File: config.mk
export PLATFORM = sky130hd
export DESIGN_NAME = period_error_filter
export DESIGN_NICKNAME = d
export VERILOG_FILES = /design/src/rtl/period_error_filter.sv
export SDC_FILE = /design/constraint.sdc
export NUM_CORES = 1
export LEC_CHECK = 0
export BUFFER_PORTS_ARGS = -buffer_cell sky130_fd_sc_hd__buf_2
export CORE_UTILIZATION = 55
export CTS_BUF_LIST = sky130_fd_sc_hd__clkbuf_4 sky130_fd_sc_hd__clkbuf_8
export DETAILED_ROUTE_END_ITERATION = 8
export PLACE_DENSITY = 0.83
export SETUP_SLACK_MARGIN = 0.2
export SYNTH_ARGS = -nofsm -noshare
export SYNTH_HDL_FRONTEND = slang
export SYNTH_SLANG_ARGS = --single-unit
File: constraint.sdc
create_clock -name fpga_clk_i -period 16.01 [get_ports fpga_clk_i]
set_input_delay 0 -clock fpga_clk_i [delete_from_list [all_inputs] [get_ports fpga_clk_i]]
set_output_delay 0 -clock fpga_clk_i [all_outputs]
set_load 0.01 [all_outputs]
File: src/rtl/period_error_filter.sv
// ADPLL loop filter: turns each saved edge count into a period error, runs a
// saturating PI filter on it and produces the DCO control word and lock status.
module period_error_filter #(
  parameter int unsigned           WIDTH      = 20,
  parameter int unsigned           CTRL_WIDTH = 16,
  parameter int unsigned           INT_WIDTH  = 32,
  parameter int unsigned           KP_SHIFT   = 2,
  parameter int unsigned           KI_SHIFT   = 6,
  parameter logic [CTRL_WIDTH-1:0] CENTRE     = 16'h8000,
  parameter int unsigned           LOCK_TOL   = 2,
  parameter int unsigned           LOCK_COUNT = 8
) (
  input  logic                  fpga_clk_i,
  input  logic                  reset_n_i,
  input  logic                  enable_i,
  input  logic [WIDTH-1:0]      target_i,
  input  logic [WIDTH-1:0]      counter_val_saved_i,
  input  logic                  counter_cleared_i,
  output logic [CTRL_WIDTH-1:0] ctrl_word_o,
  output logic                  ctrl_valid_o,
  output logic                  lock_o,
  output logic                  overrun_o
);

  localparam int unsigned CNT_W = $clog2(LOCK_COUNT + 1);
  localparam logic signed [INT_WIDTH-1:0] INT_MAX = {1'b0, {(INT_WIDTH-1){1'b1}}};
  localparam logic signed [INT_WIDTH-1:0] INT_MIN = {1'b1, {(INT_WIDTH-1){1'b0}}};

  typedef enum logic [1:0] {S_IDLE, S_ERR, S_INTEG, S_OUT} state_t;

  state_t                        state_q, state_d;
  logic [WIDTH-1:0]              saved_q, target_q;
  logic signed [WIDTH:0]         err_q, err_d;
  logic signed [INT_WIDTH-1:0]   integ_q, integ_sat, i_term;
  logic signed [INT_WIDTH:0]     integ_sum;
  logic signed [WIDTH:0]         p_term;
  logic signed [INT_WIDTH+1:0]   ctrl_sum;
  logic [CTRL_WIDTH-1:0]         ctrl_sat;
  logic [WIDTH:0]                err_abs;
  logic                          in_tol;
  logic [CNT_W-1:0]              lock_cnt_q, lock_cnt_inc;
  logic                          busy_strobe;

  always_ff @(posedge fpga_clk_i or negedge reset_n_i) begin
    if (!reset_n_i) state_q <= S_IDLE;
    else            state_q <= state_d;
  end

  always_comb begin
    state_d = state_q;
    if (!enable_i) begin
      state_d = S_IDLE;
    end else begin
      unique case (state_q)
        S_IDLE:  if (counter_cleared_i) state_d = S_ERR;
        S_ERR:   state_d = S_INTEG;
        S_INTEG: state_d = S_OUT;
        S_OUT:   state_d = S_IDLE;
        default: state_d = S_IDLE;
      endcase
    end
  end

  assign busy_strobe = enable_i && counter_cleared_i && (state_q != S_IDLE);

  always_comb begin
    err_d     = $signed({1'b0, saved_q}) - $signed({1'b0, target_q});
    integ_sum = {integ_q[INT_WIDTH-1], integ_q} +
                {{(INT_WIDTH-WIDTH){err_q[WIDTH]}}, err_q};
    if (integ_sum[INT_WIDTH] != integ_sum[INT_WIDTH-1])
      integ_sat = integ_sum[INT_WIDTH] ? INT_MIN : INT_MAX;
    else
      integ_sat = integ_sum[INT_WIDTH-1:0];
    p_term   = err_q >>> KP_SHIFT;
    i_term   = integ_sat >>> KI_SHIFT;
    ctrl_sum = {{(INT_WIDTH+2-CTRL_WIDTH){1'b0}}, CENTRE} +
               {{(INT_WIDTH+1-WIDTH){p_term[WIDTH]}}, p_term} +
               {{2{i_term[INT_WIDTH-1]}}, i_term};
    if (ctrl_sum[INT_WIDTH+1])                   ctrl_sat = '0;
    else if (|ctrl_sum[INT_WIDTH:CTRL_WIDTH])    ctrl_sat = '1;
    else                                         ctrl_sat = ctrl_sum[CTRL_WIDTH-1:0];
    err_abs      = err_q[WIDTH] ? $unsigned(-err_q) : $unsigned(err_q);
    in_tol       = (err_abs <= (WIDTH+1)'(LOCK_TOL));
    lock_cnt_inc = (lock_cnt_q == CNT_W'(LOCK_COUNT)) ? lock_cnt_q : lock_cnt_q + 1'b1;
  end

  // Integrator, control word and lock all commit on the INTEG->OUT edge so the
  // valid pulse lands three cycles after the strobe with its matching lock state.
  always_ff @(posedge fpga_clk_i or negedge reset_n_i) begin
    if (!reset_n_i) begin
      saved_q      <= '0;
      target_q     <= '0;
      err_q        <= '0;
      integ_q      <= '0;
      lock_cnt_q   <= '0;
      ctrl_word_o  <= CENTRE;
      ctrl_valid_o <= 1'b0;
      lock_o       <= 1'b0;
      overrun_o    <= 1'b0;
    end else begin
      ctrl_valid_o <= 1'b0;
      if (busy_strobe) overrun_o <= 1'b1;
      if (!enable_i) begin
        integ_q     <= '0;
        lock_cnt_q  <= '0;
        lock_o      <= 1'b0;
        ctrl_word_o <= CENTRE;
      end else begin
        unique case (state_q)
          S_IDLE: if (counter_cleared_i) begin
            saved_q  <= counter_val_saved_i;
            target_q <= target_i;
          end
          S_ERR: err_q <= err_d;
          S_INTEG: begin
            integ_q      <= integ_sat;
            ctrl_word_o  <= ctrl_sat;
            ctrl_valid_o <= 1'b1;
            if (in_tol) begin
              lock_cnt_q <= lock_cnt_inc;
              lock_o     <= (lock_cnt_inc == CNT_W'(LOCK_COUNT));
            end else begin
              lock_cnt_q <= '0;
              lock_o     <= 1'b0;
            end
          end
          default: ;
        endcase
      end
    end
  end

endmodule

**Word-level counts from Yosys, hierarchy flattened**

Cells that the tools add are included.

- Word-level logic and storage cells: 53
- Register bits: 118
- Output and inout port bits: 19

- Muxes and demuxes: 21
- Reductions and logical operators: 7
- Equality and inequality tests: 8
- $add $sub $neg: 6
- Order comparisons: 1

Operators by type and width:

| operator | number |
|---|---|
| 32-bit 2-to-1 mux | 4 |
| 16-bit 2-to-1 mux | 4 |
| 32-bit by 21-bit adder with 33-bit output | 1 |
| 20-bit by 26-bit adder with 27-bit output | 1 |
| 21-bit by 2-bit <= comparator with 1-bit output (second input constant) | 1 |
| 21-bit 2-to-1 mux | 1 |
| 21-bit negation | 1 |
| 20-bit by 20-bit subtractor with 21-bit output | 1 |
| 17-bit by 19-bit adder with 20-bit output (first input constant) | 1 |
| 17-bit OR reduction | 1 |
| 4-bit 2-to-1 mux | 4 |
| 4-bit == test (second input constant) | 2 |
| 2-bit case mux with 4 select lines | 1 |
| 1-bit 2-to-1 mux | 5 |
| 4-bit by 1-bit adder with 4-bit output (second input constant) | 1 |
| 2-bit == test (second input constant) | 2 |
| 2-bit 2-to-1 mux | 2 |
| 3-bit inequality test (second input constant) | 1 |
| 3-bit AND reduction | 1 |
| 2-bit by 1-bit == test with 1-bit output (second input constant) | 1 |
| 1-bit logical AND | 2 |
| 2-bit logical NOT | 1 |
| 2-bit by 1-bit inequality test with 1-bit output (second input constant) | 1 |
| 2-bit AND reduction | 1 |
| other kinds (2) | 2 |

**Depth between registers and ports, before layout**

- Depth after elaboration: 9
- Gate-level depth with buffers: 27

**Worst setup path before layout**

Ideal clock, no wire load.

- Path type: register to register
- Start point: reg err_q[20]
- End point: reg ctrl_word_o[14]
- Data required time: 15.889 ns
- Setup time: 0.121 ns
- Cell stages (with the launch flop): 26
- Arrival: 6.520 ns
- Slack: 9.369 ns
- Cell sequence: dfrtp_1 > ha_1 > and2_1 > a221o_1 > a41o_1 > a221o_1 > a21oi_2 > a21oi_1 > nor2_1 > mux2i_1 > buf_2 > a21oi_1 > ha_1 > ha_1 > fa_1 > a21o_1 > a221oi_2 > o21ai_2 > and4_4 > or3_1 > a221oi_2 > nand4_1 > nor3_4 > buf_6 > nand2_1 > a22o_1

- Cells in the longest elaborated chain, start to end: 9
- Elaborated cells between the ends (all ways): 11
- Classes of those cells: 3 x add/sub; 1 x eq/ne; 6 x mux; 1 x reduce/logical

Ends and longest elaborated chain:

| item | line | text |
|---|---|---|
| from (decl) | 33 | `logic signed [WIDTH:0] err_q, err_d;` |
| from (signal assigned) | 114 | `S_ERR: err_q <= err_d;` |
| 32-bit by 21-bit adder with 33-bit output | 68 | `integ_sum = {integ_q[INT_WIDTH-1], integ_q} +` |
| 32-bit 2-to-1 mux or 1-bit inequality test (tied branches) | 71, 70 |  |
| 32-bit 2-to-1 mux | 70 | `if (integ_sum[INT_WIDTH] != integ_sum[INT_WIDTH-1])` |
| 20-bit by 26-bit adder with 27-bit output (*) | 77 | `{{(INT_WIDTH+1-WIDTH){p_term[WIDTH]}}, p_term} +` |
| 17-bit OR reduction | 80 | `else if (\|ctrl_sum[INT_WIDTH:CTRL_WIDTH]) ctrl_sat = '1;` |
| 16-bit 2-to-1 mux | 80 |  |
| 16-bit 2-to-1 mux (*) | 79 | `if (ctrl_sum[INT_WIDTH+1]) ctrl_sat = '0;` |
| 16-bit 2-to-1 mux (*) | 109 | `unique case (state_q)` |
| 16-bit 2-to-1 mux (*) | 103 | `if (!enable_i) begin` |
| to (signal assigned) | 117 | `ctrl_word_o <= ctrl_sat;` |
| to (decl) | 19 | `output logic [CTRL_WIDTH-1:0] ctrl_word_o,` |

Mark *: on every way between the ends. The rest lies on a longest branch, timed or not. The select of a mux whose other input is x is not followed.
A chain may end at the register's enable or synchronous reset.

**Worst setup path in the final report**

- Start point: reg err_q[20]
- End point: reg ctrl_word_o[6]

The elaborated chain is that of the path after synthesis.

==> run summary <==
The run finished with clean final reports. In this run the critical register-to-register path is launched from err_q[20]. Among all flip-flop cells after synthesis, the most frequent one is sky130_fd_sc_hd__dfrtp_1. The total wirelength of the detailed-routed design came out at 23,900 µm. For the worst setup path, the data required time is 16,360 ps. The kind of start point of the critical path is a flop. The repair_antennas step left the layout with diodes totalling 0. The logs give 17.9 ps for the worst clock skew on the final layout and 0 for the number of warnings issued by yosys.

The I/O pin count is 63. The path category of the worst min-delay check is input pin to asynchronous set/reset pin. Entering global routing, the biggest net connects 73 pins.

Summing the areas of all and, or, nand and nor instances in the mapped netlist gives 14.0% of the synthesized area. The tree is rooted in a sky130_fd_sc_hd__clkbuf_8. The tools report the final sum of negative setup slack as 0 ps. On the critical path, the stage with the largest delay is an instance of sky130_fd_sc_hd__xor2_2. The cell area after synthesis was 9560 µm².

The complex-gate fraction of the synthesized area is 24.9%. The logs give 10,100 µm² for the placed cell area and 8,419 for the via count of the first global-routing pass. The cell type with the highest occurrence count on the critical path is sky130_fd_sc_hd__ha_1.

The run gives 75 as the number of library cell types mapped by synthesis. The starting utilization of the core area is 57.1%, and the clock-pin transition on the worst setup and hold timing paths is 90 ps. The run gives 27.2% as the worst slew margin relative to its limit. Clock tree synthesis inserted a total of 17 buffers. The initial antenna violation count was 0. Row generation in the floorplan step produced 47 rows.

Sequential elements use 30.9% of the synthesized area. Setup violations remaining at the end of the flow were counted as 0. Walking the worst path, the cells encountered are buf_4 > ha_1 > and2_1 > a221o_1 > a41o_1 > a221o_1 > a21oi_2 > a21oi_1 > nor2_1 > xor2_2 > buf_4 > a21oi_1 > ha_1 > ha_1 > and3_4 > nand4_1 > nand4bb_1 > o211a_1 > or4b_1 > a221oi_2 > nand4_1 > nor3_4 > nand2_1 > a22o_1. The worst path needs 7300 ps of the cycle, external delays included. The run gives 17,900 µm² as the total die area.

Grouping stages by cell kind, the critical path spends the most delay in simple AND/OR/NAND/NOR gates. In the final routed layout, each cell accounts on average for 17.0 µm. The number of search-and-repair iterations in the first detailed-routing pass came out at 5.

The run gives 0 as the number of pins with negative max-slew slack in the final report. The endpoint kind of the worst setup timing path was a flop. In the routed layout, each cell is associated on average with a via count of 6.04.

The detail route stage leaves a number of antenna-violating nets equal to 0. The die is 134 µm wide. The post-synthesis register bit count was 118. Along the worst path, the maximum fanout reaches 32. The first routing iteration left 492 violations. The count of flip-flops with a built-in enable after synthesis came out at 0.

In this run the worst setup path begins at err_q[20]. Synthesis-to-layout area growth: 14.0%. The share of post-route cells with drive strength above 1 was 13.9%. For this run, design rule violations remaining after detail routing come to 0. The adder-cell share of the synthesized area was 14.9%. The proportion of synthesized area in mux cells is 5.14%.

The number of violations of the max-capacitance limit was 0; the number of hold-slack violations in the final timing report was 0. Across all layers, the routed design uses 8,449 vias. Setup repair after global routing left no endpoint under its margin. The number of fillers in the final layout is 1,326, and the async set or reset register ratio after synthesis is 100%.

Cell area after layout: 10,900 µm². For this run, the slowest stage of the critical path takes 590 ps. TritonCTS built the clock tree. After synthesis, the largest family of logic cells by area is compound AO/OA/AOI/OAI gates. The buffer and inverter count on the worst path came out at 2. The tools report the global-route usage over all layers as 27.7%.

The tools report the timing-limited maximum frequency as 137 MHz. The count of buffers inserted at the top-level ports was 62; the final-stage net count was 1,323. The number of hold buffers added after CTS was 44. The run gives 2 as the buffer levels on the longest clock path. The placer's final routability congestion estimate was 0.920; the actual slew at the worst max-slew pin was 1090 ps. The setup path with the least slack is of type flop to flop. STA puts the critical path data arrival time at 7660 ps. The placeable core region is 16,800 µm².

Dividing the final minimum period by the clock period gives 45.6%. The clock net in this run drives a total of 118 sinks. For the clock network latency to the later pin of the worst-skew pair, the log shows 470 ps. Post-CTS timing repair inserted 0 buffers for setup.

When the netlist entered floorplanning its net count stood at 1,228. For the first-pass GRT wire length, the log shows 39,700 µm. Dividing the synthesized area by the synthesized cell count gives 8.92 µm². After global routing the overflow that remains totals 0. The tools report the deepest level of the CTS H-tree as 4. Once detailed placement completed, the half-perimeter wirelength came to 16,100 µm. The synthesized-area fraction occupied by xor and xnor cells is 6.23%, and the cell count after synthesis is 1,072. For the post-CTS resize count, the log shows 0. From bottom edge to top edge, the die measures 134 µm.
## cell usage after synthesis (5+ instances only)
cell type | number | share of area, %
sky130_fd_sc_hd__and2_1 | 21 | 1.4
sky130_fd_sc_hd__o21bai_1 | 8 | 0.63
sky130_fd_sc_hd__xor2_1 | 38 | 3.5
sky130_fd_sc_hd__and3_1 | 11 | 0.72
sky130_fd_sc_hd__a21o_1 | 38 | 3.0
sky130_fd_sc_hd__mux2_2 | 41 | 4.8
sky130_fd_sc_hd__a22oi_1 | 20 | 1.6
sky130_fd_sc_hd__xnor2_1 | 30 | 2.7
sky130_fd_sc_hd__o21ai_0 | 72 | 3.8
sky130_fd_sc_hd__a21oi_1 | 99 | 5.2
sky130_fd_sc_hd__nand2_1 | 112 | 4.4
sky130_fd_sc_hd__clkbuf_1 | 19 | 0.75
sky130_fd_sc_hd__nor2_1 | 41 | 1.6
sky130_fd_sc_hd__nor3_1 | 16 | 0.84
sky130_fd_sc_hd__a211oi_1 | 6 | 0.47
sky130_fd_sc_hd__ha_1 | 109 | 14
sky130_fd_sc_hd__or3_1 | 5 | 0.33
sky130_fd_sc_hd__dfrtp_1 | 117 | 31
sky130_fd_sc_hd__nand3_1 | 16 | 0.84
sky130_fd_sc_hd__buf_2 | 11 | 0.58
sky130_fd_sc_hd__o2111ai_1 | 6 | 0.55
sky130_fd_sc_hd__o21a_1 | 8 | 0.63
sky130_fd_sc_hd__a22o_1 | 16 | 1.5
sky130_fd_sc_hd__a31oi_1 | 14 | 0.92
sky130_fd_sc_hd__nand2b_1 | 22 | 1.4
sky130_fd_sc_hd__o31ai_1 | 7 | 0.55
sky130_fd_sc_hd__o21ai_1 | 6 | 0.31
sky130_fd_sc_hd__nor2b_1 | 8 | 0.52
sky130_fd_sc_hd__o211ai_1 | 15 | 1.2
sky130_fd_sc_hd__inv_1 | 58 | 2.3
## metrics by stage
| stage | hold WS (ps) | util (%) | instances | setup WS, ps |
|---|---|---|---|---|
| final | 111 | 65.1 | 1400 | 8710 |
| after global routing | 170 | 65.1 | 1400 | 8330 |
| after CTS | 122 | 65.1 | 1400 | 8790 |
| after detailed placement | 75.4 | 60.0 | 1324 | 8810 |
| after global placement | 70.8 | 60.0 | 1324 | 9140 |
| after floorplan | -296 | - | 1072 | 9370 |
## layout make-up
class	count	area [µm²]	area share, %
Inverter	58	218	2.00
Tap cell	220	275	2.52
Sequential cell	118	2950	27.1
Clock buffer	18	241	2.21
Multi-Input combinational cell	860	6250	57.3
Timing Repair Buffer	112	798	7.32
Clock inverter	14	165	1.51
## placed cells by master (no fill, tap or decap), types with 5 or more instances in the layout
master | synthesis | routed
sky130_fd_sc_hd__buf_2 | 11 | 61
sky130_fd_sc_hd__o21ai_1 | 6 | 6
sky130_fd_sc_hd__o31ai_1 | 7 | 7
sky130_fd_sc_hd__nand2_1 | 112 | 112
sky130_fd_sc_hd__and2_1 | 21 | 21
sky130_fd_sc_hd__a22o_1 | 16 | 16
sky130_fd_sc_hd__xor2_1 | 38 | 37
sky130_fd_sc_hd__a21o_1 | 38 | 38
sky130_fd_sc_hd__nor2b_1 | 8 | 7
sky130_fd_sc_hd__a31oi_1 | 14 | 14
sky130_fd_sc_hd__o21bai_1 | 8 | 8
sky130_fd_sc_hd__and3_1 | 11 | 11
sky130_fd_sc_hd__o21ai_0 | 72 | 72
sky130_fd_sc_hd__or3_1 | 5 | 5
sky130_fd_sc_hd__a22oi_1 | 20 | 20
sky130_fd_sc_hd__nand2b_1 | 22 | 22
sky130_fd_sc_hd__nor2_1 | 41 | 41
sky130_fd_sc_hd__inv_1 | 58 | 58
sky130_fd_sc_hd__mux2_2 | 41 | 41
sky130_fd_sc_hd__inv_6 | 0 | 5
sky130_fd_sc_hd__o21a_1 | 8 | 8
sky130_fd_sc_hd__a211oi_1 | 6 | 6
sky130_fd_sc_hd__nand3_1 | 16 | 15
sky130_fd_sc_hd__nor3_1 | 16 | 16
sky130_fd_sc_hd__xnor2_1 | 30 | 30
sky130_fd_sc_hd__buf_4 | 0 | 7
sky130_fd_sc_hd__ha_1 | 109 | 109
sky130_fd_sc_hd__a21oi_1 | 99 | 99
sky130_fd_sc_hd__dfrtp_1 | 117 | 117
sky130_fd_sc_hd__clkbuf_8 | 0 | 17
sky130_fd_sc_hd__dlygate4sd3_1 | 0 | 44
sky130_fd_sc_hd__o211ai_1 | 15 | 15
sky130_fd_sc_hd__o2111ai_1 | 6 | 6
## sequential cells by signal (all words and copies together) (netlist names), 2 cells and up
name and count:
ctrl_word_o 16, err_q 21, integ_q 32, lock_cnt_q 4, saved_q 20, state_q 2, target_q 20
## final timing paths
kind | end | slack, ps | depth (start not counted)
setup / recovery | ctrl_word_o[6] | 8710 | 24
hold / removal | integ_q[17] | 110 | 2
setup reg to reg | ctrl_word_o[6] | 8710 | 24
hold reg to reg | integ_q[10] | 500 | 2
max in group asynchronous | ctrl_word_o[13] | 14560 | 3
min in group fpga_clk_i | target_q[18] | 300 | 3
## layer usage
metal | share of wire (%) | global-route usage [%]
met5 | 0 | 0
met4 | 2.6 | 10.8
met3 | 4.2 | 4.23
met2 | 51 | 49.4
met1 | 42 | 33.5
## cells by family (layout without fill, tap and decap cells)
| group | after synthesis | count (layout) |
|---|---|---|
| xor+xnor | 68 | 68 |
| flops | 118 | 118 |
| compound gates | 361 | 361 |
| mux | 44 | 44 |
| fa+ha+maj | 112 | 112 |
| buf+inv | 94 | 202 |
| simple gates | 275 | 275 |
Power is not shown: default switching activity piles up to over one toggle a cycle in this logic, so the estimate is an artifact.
